<file path="config.mk">
export PLATFORM = sky130hd
export DESIGN_NAME = pipe_skid_stage_flat
export DESIGN_NICKNAME = d
export VERILOG_FILES = /design/src/rtl/pipe_skid_stage_if.sv /design/src/rtl/pipe_skid_stage.sv /design/src/flat_wrapper.sv
export SDC_FILE = /design/constraint.sdc
export NUM_CORES = 1
export LEC_CHECK = 0
export CORE_MARGIN = 2
export CORE_UTILIZATION = 40
export CTS_BUF_LIST = sky130_fd_sc_hd__clkbuf_8
export CTS_CLUSTER_SIZE = 20
export DETAILED_ROUTE_END_ITERATION = 10
export PLACE_DENSITY_LB_ADDON = 0.3
export SYNTH_ARGS = -nofsm -noshare
export SYNTH_HDL_FRONTEND = slang
export SYNTH_SLANG_ARGS = --single-unit
</file>
<file path="constraint.sdc">
create_clock -name clk -period 3.9 [get_ports clk]
set_input_delay 0.39 -clock clk [delete_from_list [all_inputs] [get_ports clk]]
set_output_delay 0.39 -clock clk [all_outputs]
set_load 0.03 [all_outputs]
</file>
<file path="src/rtl/pipe_skid_stage_if.sv">
// Handshake bundle for pipe_skid_stage: upstream valid/ready/data, downstream
// valid/ready/data, synchronous flush and the stall-counter observation port.
// master: the environment around the stage; slave: the stage itself.
interface pipe_skid_stage_if #(
  parameter int DW   = 32,
  parameter int CNTW = 16
);
  logic            flush_i;
  logic            in_valid_i;
  logic            in_ready_o;
  logic [DW-1:0]   in_data_i;
  logic            out_valid_o;
  logic            out_ready_i;
  logic [DW-1:0]   out_data_o;
  logic [CNTW-1:0] stall_cnt_o;

  modport master (
    output flush_i, in_valid_i, in_data_i, out_ready_i,
    input  in_ready_o, out_valid_o, out_data_o, stall_cnt_o
  );

  modport slave (
    input  flush_i, in_valid_i, in_data_i, out_ready_i,
    output in_ready_o, out_valid_o, out_data_o, stall_cnt_o
  );
endinterface

</file>
<file path="src/rtl/pipe_skid_stage.sv">
// pipe_skid_stage: two-entry elastic pipeline register (main + skid) with a
// valid/ready handshake on both sides. in_ready_o, out_valid_o and out_data_o
// are taken straight from registers, so no input reaches an output through
// combinational logic. The skid entry catches the beat that was already in
// flight when downstream stalls; flush_i empties the stage synchronously.
//
// Optional feature: define PIPE_SKID_STALL_CNT_EN to build a saturating
// downstream-stall cycle counter on stall_cnt_o; otherwise stall_cnt_o is 0.
module pipe_skid_stage #(
  parameter int DW   = 32,
  parameter int CNTW = 16
) (
  input  logic              clk,
  input  logic              rst_n,
  pipe_skid_stage_if.slave  bus
);

  typedef enum logic [1:0] {
    EMPTY = 2'd0,
    BUSY  = 2'd1,
    FULL  = 2'd2
  } state_t;

  state_t          state_r;
  state_t          state_nxt_s;
  logic [DW-1:0]   main_r;
  logic [DW-1:0]   skid_r;
  logic [DW-1:0]   main_d_s;
  logic            load_main_s;
  logic            load_skid_s;
  logic            main_from_skid_s;
  logic            in_ready_s;
  logic            out_valid_s;
  logic            in_fire_s;
  logic            out_fire_s;

  // Handshake qualifiers derived only from the state register.
  assign in_ready_s  = (state_r != FULL);
  assign out_valid_s = (state_r != EMPTY);
  assign in_fire_s   = bus.in_valid_i & in_ready_s;
  assign out_fire_s  = out_valid_s & bus.out_ready_i;

  assign bus.in_ready_o  = in_ready_s;
  assign bus.out_valid_o = out_valid_s;
  assign bus.out_data_o  = main_r;

  // Next-state and data-register enables; flush overrides every transition.
  always_comb begin
    state_nxt_s      = state_r;
    load_main_s      = 1'b0;
    load_skid_s      = 1'b0;
    main_from_skid_s = 1'b0;
    if (bus.flush_i) begin
      state_nxt_s = EMPTY;
    end else begin
      case (state_r)
        EMPTY: begin
          if (in_fire_s) begin
            state_nxt_s = BUSY;
            load_main_s = 1'b1;
          end else begin
            state_nxt_s = EMPTY;
          end
        end
        BUSY: begin
          if (in_fire_s && out_fire_s) begin
            state_nxt_s = BUSY;
            load_main_s = 1'b1;
          end else if (in_fire_s) begin
            state_nxt_s = FULL;
            load_skid_s = 1'b1;
          end else if (out_fire_s) begin
            state_nxt_s = EMPTY;
          end else begin
            state_nxt_s = BUSY;
          end
        end
        FULL: begin
          // in_ready is low here, so only the output side can move.
          if (out_fire_s) begin
            state_nxt_s      = BUSY;
            load_main_s      = 1'b1;
            main_from_skid_s = 1'b1;
          end else begin
            state_nxt_s = FULL;
          end
        end
        default: begin
          state_nxt_s = EMPTY;
        end
      endcase
    end
  end

  // Main register is refilled either from upstream or by promoting the skid entry.
  assign main_d_s = main_from_skid_s ? skid_r : bus.in_data_i;

  // State register.
  always_ff @(posedge clk or negedge rst_n) begin
    if (!rst_n) begin
      state_r <= EMPTY;
    end else begin
      state_r <= state_nxt_s;
    end
  end

  // Main data register, clock-enabled by load_main_s.
  always_ff @(posedge clk or negedge rst_n) begin
    if (!rst_n) begin
      main_r <= {DW{1'b0}};
    end else if (load_main_s) begin
      main_r <= main_d_s;
    end
  end

  // Skid data register, clock-enabled by load_skid_s.
  always_ff @(posedge clk or negedge rst_n) begin
    if (!rst_n) begin
      skid_r <= {DW{1'b0}};
    end else if (load_skid_s) begin
      skid_r <= bus.in_data_i;
    end
  end

`ifdef PIPE_SKID_STALL_CNT_EN
  logic [CNTW-1:0] stall_cnt_r;
  logic            stall_s;

  assign stall_s = out_valid_s & ~bus.out_ready_i;

  // Saturating stall counter; only rst_n clears it, flush leaves it alone.
  always_ff @(posedge clk or negedge rst_n) begin
    if (!rst_n) begin
      stall_cnt_r <= {CNTW{1'b0}};
    end else if (stall_s && (stall_cnt_r != {CNTW{1'b1}})) begin
      stall_cnt_r <= stall_cnt_r + {{(CNTW-1){1'b0}}, 1'b1};
    end
  end

  assign bus.stall_cnt_o = stall_cnt_r;
`else
  assign bus.stall_cnt_o = {CNTW{1'b0}};
`endif

endmodule

</file>
<file path="src/flat_wrapper.sv">
// flat-port wrapper written by rule: the top's interface ports become plain ports
module pipe_skid_stage_flat 
#(
  parameter int DW   = 32,
  parameter int CNTW = 16
)
  (clk, rst_n, bus_flush_i, bus_in_valid_i, bus_in_data_i, bus_out_ready_i, bus_in_ready_o, bus_out_valid_o, bus_out_data_o, bus_stall_cnt_o);
  pipe_skid_stage_if #(.DW(DW), .CNTW(CNTW)) bus_i ();
  input  logic clk;
  input  logic rst_n;
  input wire logic [$bits(bus_i.flush_i)-1:0] bus_flush_i;
  input wire logic [$bits(bus_i.in_valid_i)-1:0] bus_in_valid_i;
  input wire logic [$bits(bus_i.in_data_i)-1:0] bus_in_data_i;
  input wire logic [$bits(bus_i.out_ready_i)-1:0] bus_out_ready_i;
  output wire logic [$bits(bus_i.in_ready_o)-1:0] bus_in_ready_o;
  output wire logic [$bits(bus_i.out_valid_o)-1:0] bus_out_valid_o;
  output wire logic [$bits(bus_i.out_data_o)-1:0] bus_out_data_o;
  output wire logic [$bits(bus_i.stall_cnt_o)-1:0] bus_stall_cnt_o;
  assign bus_i.flush_i = bus_flush_i;
  assign bus_i.in_valid_i = bus_in_valid_i;
  assign bus_i.in_data_i = bus_in_data_i;
  assign bus_i.out_ready_i = bus_out_ready_i;
  assign bus_in_ready_o = bus_i.in_ready_o;
  assign bus_out_valid_o = bus_i.out_valid_o;
  assign bus_out_data_o = bus_i.out_data_o;
  assign bus_stall_cnt_o = bus_i.stall_cnt_o;
  pipe_skid_stage #(.DW(DW), .CNTW(CNTW)) u_core (.clk(clk), .rst_n(rst_n), .bus(bus_i));
endmodule
</file>
Word-level counts from Yosys, hierarchy flattened
Cells that the tools add are included.
- register bits after elaboration: 66
- bits of input ports: 37
- output and inout port bits: 50
- word-level logic and storage cells: 29
- equality and inequality tests: 3
- multiplexer cells: 18
- bitwise gates (word level): 2
- reductions and logical operators: 3
- operators by type and width (operator ; number):
    $mux 32 ; 1
    $mux 1 ; 11
    $mux 2 ; 4
    $pmux 2 s3 ; 1
    $pmux 1 s3 ; 1
    $and 1x1->1 ; 2
    $eq 2x1->1 const B ; 1
    $eq 2x2->1 const B ; 1
    $logic_not 2->1 ; 1
    $ne 2x2->1 const B ; 1
    $reduce_bool 2->1 ; 1
    $logic_and 1x1->1 ; 1

Longest topological paths before layout
Gate-level depths: netlist (run 1).
- depth in word-level cells: 7
- gate-level depth with buffers: 8
- gate-level depth less buffers: 7

Worst setup path after synthesis (run 1)
Ideal clock, no wire load.
- path type: register -> register
- from: register u_core.state_r[0]
- to: register u_core.skid_r[0]
- library setup time: 0.125 ns
- arrival time: 1.996 ns
- required time: 3.775 ns
- slack: 1.779 ns
- stages on the path, launching flop included: 8
- buffers on the path: 2
- period minus slack after synthesis: 2.121 ns
- path through: dfrtp_1 > nand2b_1 > and2_1 > ha_1 > and4bb_2 > buf_2 > buf_2 > mux2_2
- word-level cells in the longest chain between the ends: 6
- elaborated cells on any way between the ends: 10
- those cells by class: 2 x eq/ne; 4 x mux; 2 x bitwise; 2 x reduce/logical
- ends and longest elaborated chain (element ; line ; RTL):
    start, declared ; pipe_skid_stage.sv:24 ; state_t state_r;
    start signal, assigned ; pipe_skid_stage.sv:103 ; state_r <= state_nxt_s;
    $ne 2x2->1 * ; pipe_skid_stage.sv:38 ; assign in_ready_s = (state_r != FULL);
    named net bus_in_ready_o ; flat_wrapper.sv:15 ; output wire logic [$bits(bus_i.in_ready_o)-1:0] bus_in_ready_o;
    $and 1x1->1 * ; pipe_skid_stage.sv:40 ; assign in_fire_s = bus.in_valid_i & in_ready_s;
    $mux 1 or $logic_and 1x1->1 (tied branches) ; pipe_skid_stage.sv:69, pipe_skid_stage.sv:66 ;
    $mux 1 * ; pipe_skid_stage.sv:66 ; if (in_fire_s && out_fire_s) begin
    $mux 1 * ; pipe_skid_stage.sv:56 ; case (state_r)
    $mux 1 * ; pipe_skid_stage.sv:53 ; if (bus.flush_i) begin
    end signal, assigned ; pipe_skid_stage.sv:119 ; skid_r <= {DW{1'b0}};
    end signal, assigned ; pipe_skid_stage.sv:121 ; skid_r <= bus.in_data_i;
    end, declared ; pipe_skid_stage.sv:27 ; logic [DW-1:0] skid_r;
Mark *: on every way through the listed nets, which the timed path passes. The rest lies on a longest branch.
A chain may end at the register's enable or synchronous reset.

Worst setup path in the final report (run 1)
- from: register u_core.state_r[0]
- to: register u_core.skid_r[21]
- word-level cells in the longest chain between the ends: 6
- elaborated cells on any way between the ends: 10
- those cells by class: 2 x eq/ne; 4 x mux; 2 x bitwise; 2 x reduce/logical
- ends and longest elaborated chain (element ; line):
    $ne 2x2->1 or $reduce_bool 2->1 (tied branches) ; pipe_skid_stage.sv:38, pipe_skid_stage.sv:39
    $and 1x1->1, on equally long branches ; pipe_skid_stage.sv:40, pipe_skid_stage.sv:41
    $mux 1 or $logic_and 1x1->1 (tied branches) ; pipe_skid_stage.sv:69, pipe_skid_stage.sv:66
    $mux 1 ; pipe_skid_stage.sv:66
    $mux 1 * ; pipe_skid_stage.sv:56
    $mux 1 * ; pipe_skid_stage.sv:53
Mark *: on every way between the ends. The rest lies on a longest branch, timed or not.

==> flow_summary.toml, run 1 <==
[synth]
synth_area_leaders = "dfrtp_1, mux2_4, mux2_2"
synth_largest_area_cell = "dfrtp_1"
netlist_area_um2 = 3320
synth-edff-count = 0
synth_async_sr_flop_share = 1.00
synth_top_cell_area_share = 0.498
synth_cell_type_count = 22
syn-mean-instance-area_um2 = 16.0
syn_inst = 207
synth.cells.most_frequent = "dfrtp_1, mux2_4, mux2_2, buf_4"
ys_ff_latch = 66
synthFlopType = "dfrtp_1"
synth_most_common_cell = "dfrtp_1"
yosysSeqAreaShare = 0.498
yosysWarnings = 0

[cts]
clock-sinks = 66
cts_tree = "done"
ctsHoldBuffers = 0
clkSlewWorstSetupHoldPaths_ns = 0.07
cts_setup_buffers = 0
clockBufferDepth = 2
htreeDepth = 3
insertion_delay_ns = 0.34
cts_resized = 0
cts_root_buffer = "clkbuf_8"
cts_buffers = 9

[grt]
grt_max_degree = 41
grt_use_met2 = 0.197
grt_pass1_vias = 1810
gr-usage-met3 = 0.0427
grt_use_met1 = 0.182
grt_util_all_layers = 0.135
grt_pass1_wl_mm = 9.00
grt-ovfl-total = 0
grt_antenna_before_repair = 0
grt_busiest_layer = "met2"

[sta]
finClkSkew_ns = 0.00703
slew_violations = 0
hold_viol = 0
slew_headroom = 0.393
layout_setup_ws_ns = 1.47
grt_setup_unrepaired = "false"
max_freq_ghz = 0.412
finalSetupTns_ns = 0
fin_crit_sh = 0.623
worstMarginPinSlew_ns = 0.911
setup_violations = 0
period_minus_slack_ns = 2.43

[worst_setup_path]
max_stage_delay_ns = 0.84
cpLargestDelayFamily = "simple AND/OR/NAND/NOR gates"
cp.arrival_ns = 2.65
setup.worst_path.end_class = "flip-flop"
crit_path_start_kind = "flip-flop"
worstPathCellList = "or2_2, nand2_1, ha_1, and4bb_2, mux2_2"
critPathMaxFanout = 33
slowest_stage = "and4bb_2"
worstPathRequired_ns = 4.12
cp_num_buf_inv = 0
crit_type = "flip-flop to flip-flop"

[final_layout]
diodes = 0
multi_input_area_um2 = 1510
syn2layout_area_growth_pct = 27.6
regArea_um2 = 1650
finalNonFillerCells = 389
fillerInstances = 702
layout-drive-gt1-share = 0.423
utilization = 0.520
final_nets = 318

[floorplan]
io_pins = 87
die_y_um = 95.1
rows = 33
die_area_um2 = 9040
core_area_um2 = 8130
initial_core_util = 0.408
die_w_um = 95.1

[routing]
via_count = 1783
finalWirelength_mm = 5.53
wire_per_inst_um = 14.2
drt_iter0_drc = 24
avgViaCountPerCell = 4.58
drc = 0
drtPass1Iterations = 3
ant_nets = 0

[power_and_ir_drop]
power_density_nw_per_um2 = 543
ir_worst_vdd_v = 0.000229
total_power_w = 0.00230
p_leak_nw = 1.86

[placed_design]
hpwlAfterDp_mm = 3.70
detailedPlace.worstSlack_ns = 1.19
io_buffers = 70
gp_congestion = 0.719
placedCellCount = 373

[status]
status = "completed"

[job]
max_cap_violations = 0

[hold_path]
min_path_type = "primary input to async pin"
-- worst register-to-register path, cell delays in order, from the launching register on --
cell and delay (ns):
dfrtp_1 0.47, or2_2 0.34, nand2_1 0.09, ha_1 0.14, and4bb_2 0.84, mux2_2 0.43
-- cell type report --
type,instances,share of cell area
Multi-Input combinational cell,127,0.356
Tap cell,105,0.0310
Sequential cell,66,0.390
Timing Repair Buffer,73,0.173
Clock buffer,11,0.0358
Inverter,2,0.00177
Clock inverter,5,0.0124
-- layer usage --
| layer | part of all wire | vias to the layer above | routed length, um |
|---|---|---|---|
| met5 | 0 | - | 0 |
| met3 | 0.055 | 7 | 302 |
| met1 | 0.47 | 884 | 2600 |
| met2 | 0.46 | 52 | 2540 |
| met4 | 0.016 | 0 | 87 |
| li1 | - | 840 | - |
-- final timing paths --
path / startpoint / endpoint / slack [ns] / depth (start not counted)
max in group asynchronous: rst_n / u_core.skid_r[18]$_DFFE_PN0P_ / 2.91 / 2
min in group clk: u_core.skid_r[31]$_DFFE_PN0P_ / u_core.skid_r[31]$_DFFE_PN0P_ / 0.51 / 1
min: rst_n / u_core.bus.out_data_o[20]$_DFFE_PN0P_ / 0.05 / 1
max: u_core.state_r[0]$_DFF_PN0_ / u_core.skid_r[21]$_DFFE_PN0P_ / 1.47 / 5
min reg2reg: u_core.skid_r[31]$_DFFE_PN0P_ / u_core.skid_r[31]$_DFFE_PN0P_ / 0.51 / 1
max reg2reg: u_core.state_r[0]$_DFF_PN0_ / u_core.skid_r[21]$_DFFE_PN0P_ / 1.47 / 5
-- layout by cell type, fill, tap and decap left out, drive strengths merged --
| cell | netlist | layout |
|---|---|---|
| and2 | 1 | 1 |
| and4bb | 2 | 2 |
| buf | 27 | 4 |
| bufinv | 0 | 1 |
| clkbuf | 0 | 11 |
| clkdlybuf4s50 | 0 | 69 |
| clkinv | 0 | 3 |
| clkinvlp | 0 | 1 |
| conb | 1 | 16 |
| dfrtp | 66 | 66 |
| ha | 2 | 2 |
| inv | 2 | 2 |
| mux2 | 96 | 96 |
| mux2i | 1 | 1 |
| nand2 | 1 | 1 |
| nand2b | 1 | 1 |
| nand3b | 1 | 1 |
| nand4bb | 1 | 1 |
| nor2 | 1 | 1 |
| o21a | 1 | 1 |
| o31ai | 2 | 2 |
| or2 | 1 | 1 |
-- kinds of logic (layout without fill, tap and decap cells) --
logic type	after synthesis	after routing	share of synthesized area
other	1	16	0.00113
adder cells (fa/ha/maj)	2	2	0.00754
flip-flops	66	66	0.498
buffers and inverters	29	91	0.0649
AO/OA/AOI/OAI	3	3	0.0109
multiplexers	97	97	0.397
AND/OR/NAND/NOR	9	9	0.0211
-- registers in the layout, summed over array words and instances, names as in the netlist --
signal and cells:
u_core.state_r 2, u_core.skid_r 32, u_core.bus.out_data_o 32
-- through the flow --
step	cell area (um2)	hold WS (ns)
6_report	4230	0.0491
5_1_grt	4230	0.0998
4_1_cts	4230	0.0626
3_5_place_dp	4030	0.440
3_3_place_gp	4030	0.439
2_1_floorplan	3370	0.0944
-- where the power goes --
part           switching, W  internal, W  leakage (nW)
registers          0.000106     0.000887         0.791
clock network      0.000256     0.000327         0.105
logic              0.000321     0.000403         0.967
No activity file was read; power rests on OpenSTA's default activity.
==> inputs of run 2 (changes only) <==
==> constraint.sdc (replaced) <==
create_clock -name clk -period 2.1 [get_ports clk]
set_input_delay 0.21 -clock clk [delete_from_list [all_inputs] [get_ports clk]]
set_output_delay 0.21 -clock clk [all_outputs]
set_load 0.03 [all_outputs]
==> run 2 against run 1 <==
Sequential share of layout area fell by 1.5 points. Cell area rose by 4.0%. Sequential power rose by 86%. Via count rose by 2.7%. Clock skew rose by 0.0038 ns. Flip-flop and latch count did not move. Hold slack improved by 0.26 ns. Worst setup slack got worse by 1.4 ns. Register-to-register slack got worse by 1.4 ns. Combinational power rose by 91%. Wire length rose by 6.8%.
==> flow_summary.toml, run 2 (synthesized netlist as in run 1, its figures left out) <==
[sta]
finClkSkew_ns = 0.0108
slew_violations = 0
setup_violations = 0
period_minus_slack_ns = 1.99
layout_setup_ws_ns = 0.114
fin_crit_sh = 0.946
finalSetupTns_ns = 0
whs_ns = 0.308
hold_viol = 0
grt_setup_unrepaired = "false"
max_freq_ghz = 0.503

[worst_setup_path]
max_stage_delay_ns = 0.45
cp.arrival_ns = 2.20
slowest_stage = "dfrtp_1"
crit_type = "flip-flop to flip-flop"
critPathMaxFanout = 19
setup.worst_path.end_class = "flip-flop"
crit_path_start_kind = "flip-flop"
worstPathCellList = "or2_2, nand2_1, ha_1, and4bb_2, buf_12, mux2_2"
worstPathRequired_ns = 2.32

[final_layout]
syn2layout_area_growth_pct = 32.7
diodes = 0
fillerInstances = 682
mostFrequentLayoutCell = "clkdlybuf4s50_1"
final_nets = 327
final_cell_mix = "clkdlybuf4s50_1, dfrtp_1, mux2_4, mux2_2, conb_1"
layout-drive-gt1-share = 0.440

[cts]
clkSlewWorstSetupHoldPaths_ns = 0.08
clock-sinks = 66
cts_buffers = 9
cts_root_buffer = "clkbuf_8"
cts_resized = 0
htreeDepth = 3
cts_setup_buffers = 0
cts_tree = "done"
clockBufferDepth = 2
insertion_delay_ns = 0.34
ctsHoldBuffers = 1

[grt]
grt_pass1_wl_mm = 9.67
grt_pass1_vias = 1940
grt_util_all_layers = 0.144
grt_antenna_before_repair = 0
grt-ovfl-total = 0
grt_max_degree = 35

[routing]
finalWirelength_mm = 5.90
highest_layer = "met4"
wl_met2_mm = 2.84
avgViaCountPerCell = 4.60
drtPass1Iterations = 3
via_count = 1832
wire_per_inst_um = 14.8
met1_length_mm = 2.71
drc = 0
drt_iter0_drc = 28
dr_wl_met3_um = 275
ant_nets = 0

[floorplan]
io_pins = 87
initial_core_util = 0.408
die_w_um = 95.1
die_area_um2 = 9040
rows = 33
core_area_um2 = 8130
die_y_um = 95.1

[power_and_ir_drop]
power_density_nw_per_um2 = 1000
total_power_w = 0.00442
ir_worst_vdd_v = 0.000478
p_leak_nw = 1.94

[placed_design]
gp_congestion = 0.670
io_buffers = 70
detailedPlace.worstSlack_ns = 0.0711
hpwlAfterDp_mm = 4.09

[job]
max_cap_violations = 0

[hold_path]
min_path_type = "primary input to async pin"

[status]
status = "completed"
run 2: cell types whose count changed in the layout (fill, tap and decap cells not counted), sizes merged:
cell and change:
buf +8, bufinv +1, clkbuf -1, dlygate4sd3 +1
run 2: layout make-up:
type | count | area, um2 | area share
Inverter | 2 | 7.51 | 0.00170
Tap cell | 105 | 131 | 0.0298
Multi-Input combinational cell | 127 | 1510 | 0.343
Clock buffer | 10 | 138 | 0.0313
Clock inverter | 6 | 90.1 | 0.0205
Timing Repair Buffer | 82 | 876 | 0.199
Sequential cell | 66 | 1650 | 0.375
run 2: stage by stage:
stage | cell area, um2 | utilization | cells
after global routing | 4400 | 0.541 | 398
after CTS | 4400 | 0.541 | 398
after floorplan | 3380 | - | 222
final | 4400 | 0.541 | 398
after global placement | 4170 | 0.512 | 381
after detailed placement | 4170 | 0.512 | 381
run 2: routing by layer:
metal	vias to the layer above	track usage
met5	-	0
met1	916	0.190
li1	856	-
met4	0	0.0543
met3	8	0.0411
met2	52	0.224
run 2: critical path, delay by kind of cell (launching register included):
family / cells / cell delay, ns
buf+inv: 1 / 0.18
flops: 1 / 0.45
simple gates: 3 / 0.74
fa+ha+maj: 1 / 0.14
mux: 1 / 0.35
run 2: where the power goes:
| part | switching [W] | internal, W | leakage, nW |
|---|---|---|---|
| clock | 0.000490 | 0.000702 | 0.112 |
| combinational | 0.000608 | 0.000773 | 1.03 |
| sequential | 0.000204 | 0.00165 | 0.791 |
| total | 0.00130 | 0.00312 | 1.94 |
run 2: worst paths after layout:
check | startpoint | to | slack [ns] | cells after the start
setup / recovery | u_core.state_r[1]$_DFF_PN0_ | u_core.skid_r[29]$_DFFE_PN0P_ | 0.11 | 6
hold / removal | rst_n | u_core.bus.out_data_o[21]$_DFFE_PN0P_ | 0.31 | 2
setup reg to reg | u_core.state_r[1]$_DFF_PN0_ | u_core.skid_r[29]$_DFFE_PN0P_ | 0.11 | 6
hold reg to reg | u_core.skid_r[0]$_DFFE_PN0P_ | u_core.skid_r[0]$_DFFE_PN0P_ | 0.51 | 1
max in group asynchronous | rst_n | u_core.state_r[1]$_DFF_PN0_ | 1.19 | 3
min in group clk | u_core.skid_r[0]$_DFFE_PN0P_ | u_core.skid_r[0]$_DFFE_PN0P_ | 0.51 | 1
